<file path="config.mk">
export PLATFORM = sky130hd
export DESIGN_NAME = aes_key_expand
export DESIGN_NICKNAME = d
export VERILOG_FILES = /design/src/rtl/aes_pkg.sv /design/src/rtl/aes_sbox.sv /design/src/rtl/aes_key_expand.sv
export SDC_FILE = /design/constraint.sdc
export NUM_CORES = 2
export LEC_CHECK = 0
export ABC_AREA = 1
export CAP_MARGIN = 20
export CORE_ASPECT_RATIO = 1.1
export CORE_MARGIN = 1
export CORE_UTILIZATION = 50
export CTS_CLUSTER_DIAMETER = 40
export DETAILED_ROUTE_END_ITERATION = 10
export PLACE_DENSITY_LB_ADDON = 0.25
export SLEW_MARGIN = 20
export SYNTH_ARGS = -nofsm -noshare
export SYNTH_HDL_FRONTEND = slang
export SYNTH_SLANG_ARGS = --single-unit
</file>
<file path="constraint.sdc">
create_clock -name clk -period 21.1 [get_ports clk]
set_input_delay 5.275 -clock clk [delete_from_list [all_inputs] [get_ports clk]]
set_output_delay 5.275 -clock clk [all_outputs]
set_load 0.03 [all_outputs]
</file>
<file path="src/rtl/aes_pkg.sv">
// Shared AES types, constants and word-level helpers for the key schedule
// and the round datapath.
package aes_pkg;

  localparam int NR = 10;
  localparam int NK = 4;
  localparam logic [7:0] RCON_INIT = 8'h01;

  typedef logic [31:0] word_t;

  function automatic word_t rot_word(input word_t w);
    return {w[23:0], w[31:24]};
  endfunction

  // Multiply by x in GF(2^8), reduction polynomial x^8+x^4+x^3+x+1.
  function automatic logic [7:0] xtime(input logic [7:0] b);
    return {b[6:0], 1'b0} ^ (b[7] ? 8'h1b : 8'h00);
  endfunction

endpackage

</file>
<file path="src/rtl/aes_sbox.sv">
// Combinational AES forward S-box; one byte in, one byte out.
module aes_sbox (
  input  logic [7:0] i_byte,
  output logic [7:0] o_byte
);

  // Entry 0 occupies the top byte, so the bit offset of entry n is (255-n)*8.
  localparam logic [2047:0] SBOX = {
    128'h637c777bf26b6fc53001672bfed7ab76, 128'hca82c97dfa5947f0add4a2af9ca472c0,
    128'hb7fd9326363ff7cc34a5e5f171d83115, 128'h04c723c31896059a071280e2eb27b275,
    128'h09832c1a1b6e5aa0523bd6b329e32f84, 128'h53d100ed20fcb15b6acbbe394a4c58cf,
    128'hd0efaafb434d338545f9027f503c9fa8, 128'h51a3408f929d38f5bcb6da2110fff3d2,
    128'hcd0c13ec5f974417c4a77e3d645d1973, 128'h60814fdc222a908846eeb814de5e0bdb,
    128'he0323a0a4906245cc2d3ac629195e479, 128'he7c8376d8dd54ea96c56f4ea657aae08,
    128'hba78252e1ca6b4c6e8dd741f4bbd8b8a, 128'h703eb5664803f60e613557b986c11d9e,
    128'he1f8981169d98e949b1e87e9ce5528df, 128'h8ca1890dbfe6426841992d0fb054bb16
  };

  logic [10:0] w_ofs;

  assign w_ofs  = {~i_byte, 3'b000};
  assign o_byte = SBOX[w_ofs +: 8];

endmodule

</file>
<file path="src/rtl/aes_key_expand.sv">
// Iterative AES-128 key schedule: streams round keys 0..10 one per cycle
// after a start pulse and keeps all of them in a readable store.
module aes_key_expand
  import aes_pkg::*;
#(
  parameter int NR    = 10,
  parameter int KEY_W = 128
) (
  input  logic             clk,
  input  logic             rst,
  input  logic             start_i,
  input  logic [KEY_W-1:0] key_i,
  output logic             busy_o,
  output logic             done_o,
  output logic             rk_valid_o,
  output logic [3:0]       rk_round_o,
  output logic [KEY_W-1:0] rk_o,
  input  logic [3:0]       rd_idx_i,
  output logic [KEY_W-1:0] rd_key_o
);

  if (NR != 10 || KEY_W != 128) begin : g_bad_cfg
    $error("aes_key_expand supports only AES-128 (NR=10, KEY_W=128)");
  end

  localparam logic [3:0] LAST_RND = 4'(NR);
  localparam logic [3:0] PREV_RND = 4'(NR - 1);

  typedef enum logic [1:0] {IDLE = 2'd0, LOAD = 2'd1, EXPAND = 2'd2} state_t;

  state_t            r_state, w_state_nxt;
  logic              r_busy, r_done, r_valid;
  logic [3:0]        r_round;
  logic [7:0]        r_rcon;
  logic [KEY_W-1:0]  r_key_lat, r_rk, r_rd;
  logic [KEY_W-1:0]  r_store [0:NR];
  logic              w_accept, w_load, w_step, w_last;
  word_t             w_w0, w_w1, w_w2, w_w3, w_rot, w_sub, w_t;
  word_t             w_n0, w_n1, w_n2, w_n3;
  logic [KEY_W-1:0]  w_next;

  assign {w_w0, w_w1, w_w2, w_w3} = r_rk;
  assign w_rot = rot_word(w_w3);

  for (genvar g = 0; g < NK; g++) begin : g_sub
    aes_sbox u_sbox (.i_byte(w_rot[8*g +: 8]), .o_byte(w_sub[8*g +: 8]));
  end

  assign w_t    = w_sub ^ {r_rcon, 24'h000000};
  assign w_n0   = w_w0 ^ w_t;
  assign w_n1   = w_w1 ^ w_n0;
  assign w_n2   = w_w2 ^ w_n1;
  assign w_n3   = w_w3 ^ w_n2;
  assign w_next = {w_n0, w_n1, w_n2, w_n3};

  always_ff @(posedge clk) begin
    if (rst) r_state <= IDLE;
    else     r_state <= w_state_nxt;
  end

  // The IDLE cycle right after round 10 still has busy high, so no restart there.
  always_comb begin
    w_state_nxt = r_state;
    case (r_state)
      IDLE:    if (start_i && !r_busy) w_state_nxt = LOAD; else w_state_nxt = IDLE;
      LOAD:    w_state_nxt = EXPAND;
      EXPAND:  if (r_round == PREV_RND) w_state_nxt = IDLE; else w_state_nxt = EXPAND;
      default: w_state_nxt = IDLE;
    endcase
  end

  always_comb begin
    w_accept = 1'b0;
    w_load   = 1'b0;
    w_step   = 1'b0;
    case (r_state)
      IDLE:    w_accept = start_i && !r_busy;
      LOAD:    w_load   = 1'b1;
      EXPAND:  w_step   = 1'b1;
      default: w_accept = 1'b0;
    endcase
    w_last = w_step && (r_round == PREV_RND);
  end

  always_ff @(posedge clk) begin
    if (rst) begin
      r_busy    <= 1'b0;
      r_done    <= 1'b0;
      r_valid   <= 1'b0;
      r_round   <= 4'd0;
      r_rcon    <= RCON_INIT;
      r_key_lat <= '0;
      r_rk      <= '0;
      r_rd      <= '0;
      for (int i = 0; i <= NR; i++) r_store[i] <= '0;
    end else begin
      if (w_accept) r_key_lat <= key_i;
      r_busy  <= w_load | w_step;
      r_valid <= w_load | w_step;
      r_done  <= w_last;
      if (w_load) begin
        r_rk       <= r_key_lat;
        r_round    <= 4'd0;
        r_rcon     <= RCON_INIT;
        r_store[0] <= r_key_lat;
      end else if (w_step) begin
        r_rk                   <= w_next;
        r_round                <= r_round + 4'd1;
        r_rcon                 <= xtime(r_rcon);
        r_store[r_round + 4'd1] <= w_next;
      end
      // Non-blocking read: a same-edge write is seen one cycle later.
      r_rd <= (rd_idx_i <= LAST_RND) ? r_store[rd_idx_i] : '0;
    end
  end

  assign busy_o     = r_busy;
  assign done_o     = r_done;
  assign rk_valid_o = r_valid;
  assign rk_round_o = r_round;
  assign rk_o       = r_rk;
  assign rd_key_o   = r_rd;

endmodule

</file>
Yosys cells after proc, flatten, opt, wreduce, memory -nomap -nowiden

Memory sizes are Yosys's and may differ from the RTL's. A register that Yosys moved wholly into a read port is not among the register bits.
Cells that the tools add are included.

Add/sub/neg operators: 1
Order comparisons: 1
Eq/ne operators: 3
Shifts and indexed selects: 4
Mux-type cells: 22
Bitwise logic cells: 13
Reduce and logical (&&, ||, !) cells: 8

Operator list:

| cell                       | count |
|---|---|
| $shiftx 2048x12->8 const A | 4 |
| $mux 128                   | 4 |
| $xor 32x32->32             | 5 |
| $reduce_or 128->1          | 1 |
| $not 8->8                  | 4 |
| $mux 1                     | 14 |
| $xor 8x5->8                | 1 |
| $pmux 2 s3                 | 1 |
| $mux 5                     | 1 |
| $add 4x1->4 const B        | 1 |
| $eq 4x4->1 const B         | 1 |
| $le 4x4->1 const B         | 1 |
| $mux 4                     | 1 |
| $reduce_or 2->1            | 2 |
| $eq 2x1->1 const B         | 1 |
| $eq 2x2->1 const B         | 1 |
| $logic_and 1x1->1          | 2 |
| $logic_not 2->1            | 1 |
| $mux 2                     | 1 |
| $or 1x1->1                 | 2 |
| $reduce_bool 2->1          | 1 |
| $logic_not 1->1            | 1 |
| $not 1->1                  | 1 |

Bits in registers: 272
Bits in writable memories: 1408
Output and inout port bits: 263
Logic and storage cells: 60
Memories: 1

Memories:

| name    | words | bits a word | read ports | clocked after Yosys merged registers in | wr ports | RTL line             | RTL |
|---|---|---|---|---|---|---|---|
| r_store | 11    | 128         | 1          | 1                                       | 11       | aes_key_expand.sv:36 | `logic [KEY_W-1:0] r_store [0:NR];` |

Longest topological paths before layout

Depth after elaboration: 9
Depth in mapped cells: 26

Hierarchy

From an unflattened synthesis, not the netlist that was laid out.

Cells, all modules: 12310
Area total of the unflattened synthesis: 113824.2 µm²

Modules (own cells, without submodules):

| module         | instances | cells an instance | area an instance (µm²) |
|---|---|---|---|
| aes_key_expand | 1         | 9806              | 102178.0 |
| aes_sbox       | 4         | 626               | 2911.5 |

Least setup slack after synthesis

Ideal clock, no wire load.

Path kind: input to register
Start point: in rst
End point: mem r_store[9][0], enable pin
Library setup time: 0.773 ns
Data arrival time: 14.637 ns
Data required time: 20.327 ns
Slack: 5.690 ns
Stages: 9
Path through: buf_2 nor2_1 nand2_1 inv_1 a21oi_1 inv_1 nor2_1 inv_1 nor3_1

RTL lines:

| item        | RTL line             | RTL |
|---|---|---|
| from (decl) | aes_key_expand.sv:10 | `input logic rst,` |
| to (decl)   | aes_key_expand.sv:36 |  |

==> impl_metrics.env <==
export IMPL_outcome="finished clean"
export IMPL_clock_latency_ns=0.99
export IMPL_worst_r2r_endpoint="r_store[6][36]$_SDFFCE_PN0P_"
export IMPL_startpoint_type="input pin"
export IMPL_synth_compound_area_share_pct=14.1
export IMPL_ctsHoldBuffers=0
export IMPL_cts_tree="done"
export IMPL_grt_setup_unrepaired="no"
export IMPL_synthAdderAreaFrac_pct=0.722
export IMPL_num_vias=100000
export IMPL_routabilityCongestion=0.997
export IMPL_core_area_um2=227000
export IMPL_cellLeakagePower_nw=47.5
export IMPL_antenna_found_initial=25
export IMPL_drive_gt1_share_pct=7.66
export IMPL_clockBufferDepth=4
export IMPL_synth_mux_area_share_pct=0
export IMPL_setup_violations=0
export IMPL_critPathBufInv=7
export IMPL_path_max_fanout=86
export IMPL_hold_class="flop to flop"
export IMPL_die_area_um2=231000
export IMPL_grt_overflow=0
export IMPL_drt_initial_drc_count=15200
export IMPL_dp_hpwl_um=278000
export IMPL_firstDrtPassIters=7
export IMPL_critPathMaxStageDelay_ns=0.85
export IMPL_start_util_pct=50.5
export IMPL_fillCellCount=19300
export IMPL_final_util_pct=58.1
export IMPL_hold_violations=0
export IMPL_synth_top_family_by_area="simple AND/OR/NAND/NOR gates"
export IMPL_die_w_um=458
export IMPL_wl_per_cell_um=28.4
export IMPL_tns_ns=0
export IMPL_hold_end="r_key_lat[64]$_SDFFE_PP0P_"
export IMPL_path_common_cell="buf_4"
export IMPL_cap_violations=0
export IMPL_yosysTopAreaCellShare_pct=50.4
export IMPL_crit_type="input pin to flop"
export IMPL_rr_worst_depth=14
export IMPL_worstHoldPathCells=2
export IMPL_r2r_start="r_state[0]$_SDFF_PP0_"
export IMPL_io_buffers=397
export IMPL_drv_slew=0
export IMPL_synth_xor_area_share_pct=0.0995
export IMPL_max_slew_margin_rel_pct=3.89
export IMPL_drcViolationCount=0
export IMPL_die_h_um=504
export IMPL_numCtsBuffers=352
export IMPL_synth_top_cell_by_area="edfxtp_1"
export IMPL_seq_area_frac_synth_pct=59.6
export IMPL_yosys_top_cells_area="edfxtp_1 (50%), dfxtp_1 (9.2%), nor2_1 (7.0%)"
export IMPL_ys_warnings_count=0
export IMPL_routed_wl_um=447000
export IMPL_critPathTopFamily="buffers and inverters"
export IMPL_synth_distinct_cells=39
export IMPL_core_rowCount=183
export IMPL_p_total_mw=16.8
export IMPL_worstPathArrival_ns=11.37
export IMPL_hold_start="r_key_lat[64]$_SDFFE_PP0P_"
export IMPL_ir_drop_uv=126
export IMPL_path_cells="buf_8 -> nor2_4 -> buf_4 -> buf_4 -> a21oi_1 -> nor3_1 -> inv_1 -> nor2_1 -> inv_6 -> nand2_4 -> buf_4 -> buf_4"
export IMPL_syn_area_um2=114000
export IMPL_area_growth_pct=15.1
export IMPL_track_usage_pct=37.6
export IMPL_vias_per_cell=6.35
export IMPL_clkTransAtPathRegs_ns=0.05
export IMPL_postCtsResizedCells=0
export IMPL_syn_instance_count=12500
export IMPL_final_min_clock_period_ns=10.80
export IMPL_grt_max_degree=264
export IMPL_cts_sinks=2448
export IMPL_min_period_over_period_pct=51.2
export IMPL_final_common_cell="nor2_1"
export IMPL_end_kind="flop"
export IMPL_final_cell_mix="nor2_1 (2,132), edfxtp_1 (1,920), nand2_1 (1,752)"
export IMPL_syn_nets=12700
export IMPL_htree_levels=5
export IMPL_num_nets_final=12700
export IMPL_grt_pass1_wl_um=638000
export IMPL_ys_ff_latch=2448
export IMPL_cpMaxStageDelayCell="buf_4"
export IMPL_postRouteAntennaNets=0
export IMPL_cts_root_buf="clkbuf_16"
export IMPL_avgSynthCellArea_um2=9.12
export IMPL_max_slew_worst_pin_slew_ns=1.44
export IMPL_pwr_density_cell_nw_per_um2=128
export IMPL_cp_required_ns=21.66
export IMPL_reg2reg_slack_ns=14.19
export IMPL_ios=398
export IMPL_grt_pass1_vias=93200
export IMPL_clock_skew_ns=0.0843
export IMPL_postCtsSetupBuffers=0
export IMPL_max_freq_ghz=0.0926
export IMPL_yosys_area_share_simple_pct=19.5
==> where the power goes <==
group          internal [mW]  switching (mW)
sequential              5.50           0.222
clock                   3.70            2.25
combinational           1.27            3.89
==> synthesized netlist by cell type <==
cell      number
a211oi_1       1
a21oi_1      799
a21oi_2        5
a21oi_4        1
a31oi_1      129
buf_1         56
buf_2        125
buf_4         37
buf_6         19
clkbuf_1     716
clkinv_1      67
dfxtp_1      528
edfxtp_1    1920
ha_1          66
inv_1        580
inv_2         79
inv_4          2
nand2_1     1762
nand2_2       44
nand2_4        6
nand3_1     1404
nand3_2        9
nand3b_1      16
nand4_1       10
nor2_1      2140
nor2_2         6
nor2_4         1
nor3_1         3
o211ai_1      70
o21ai_0     1486
o21ai_1       17
o21ai_2       20
o21bai_1       5
o221ai_1     210
o22ai_1      187
o311ai_0       1
or2_2          1
xnor2_1        4
xor2_1         9
==> metrics by stage <==
step	cells	cell area (um^2)	setup slack (ns)	hold WS [ns]
after global routing	15800	132000	10.21	0.489
after global placement	15100	120000	9.58	0.455
final	15800	132000	10.30	0.467
after CTS	15700	132000	10.58	0.468
after floorplan	12500	114000	5.69	0.444
after detailed placement	15100	120000	9.56	0.461
==> registers in the layout, indices dropped and copies added, names as in the netlist <==
signal	count
rk_valid_o	1
rk_round_o	4
r_key_lat	128
r_state	2
done_o	1
r_store	2048
rk_o	128
r_rcon	8
rd_key_o	128
==> final cells by class <==
| type | count | area (um^2) | area share [%] |
|---|---|---|---|
| well taps | 2960 | 3700 | 2.81 |
| diodes | 10 | 25.0 | 0.0190 |
| repair buffers | 569 | 5400 | 4.10 |
| inverters | 728 | 2830 | 2.15 |
| multi-input cells | 8412 | 39600 | 30.1 |
| flip-flops and latches | 2448 | 68200 | 51.8 |
| clock buffers | 416 | 9470 | 7.19 |
| clock inverters | 215 | 2440 | 1.85 |
==> worst max path at each step <==
stage | from | to | slack (ns) | depth (start not counted)
floorplan | rst | r_store[9][0]$_DFFE_PP_ | 5.69 | 9
global placement | rst | r_store[6][10]$_SDFFCE_PN0P_ | 9.58 | 12
finish | rst | r_store[6][36]$_SDFFCE_PN0P_ | 10.30 | 12
global route | rst | r_store[7][36]$_SDFFCE_PN0P_ | 10.21 | 12
CTS | rst | r_store[6][36]$_SDFFCE_PN0P_ | 10.58 | 12
detailed placement | rst | r_store[6][35]$_SDFFCE_PN0P_ | 9.56 | 12
==> tightest hold or removal path, stage by stage, from the launching register on <==
cell	delay, ns
dfxtp_1	0.30
inv_1	0.06
a21oi_1	0.06
==> cell families (layout without fill, tap and decap cells) <==
| family | count (synthesis) | after routing |
|---|---|---|
| other | 0 | 10 |
| xor gates and xnor gates | 13 | 13 |
| AOI/OAI and AO/OA | 2931 | 2931 |
| DFF | 2448 | 2448 |
| adders and majority gates | 66 | 66 |
| and+or+nand+nor | 5402 | 5402 |
| buffers and inverters | 1681 | 1928 |
==> routing by layer <==
layer  global-route usage (%)  vias up  share of wire, %
met5                        0        -             0.015
li1                         -    43600                 -
met2                     55.5     7112                43
met1                     49.9    48200                37
met3                     9.92     1147                13
met4                     21.7       10               6.4
(Power assumes the default switching activity.)
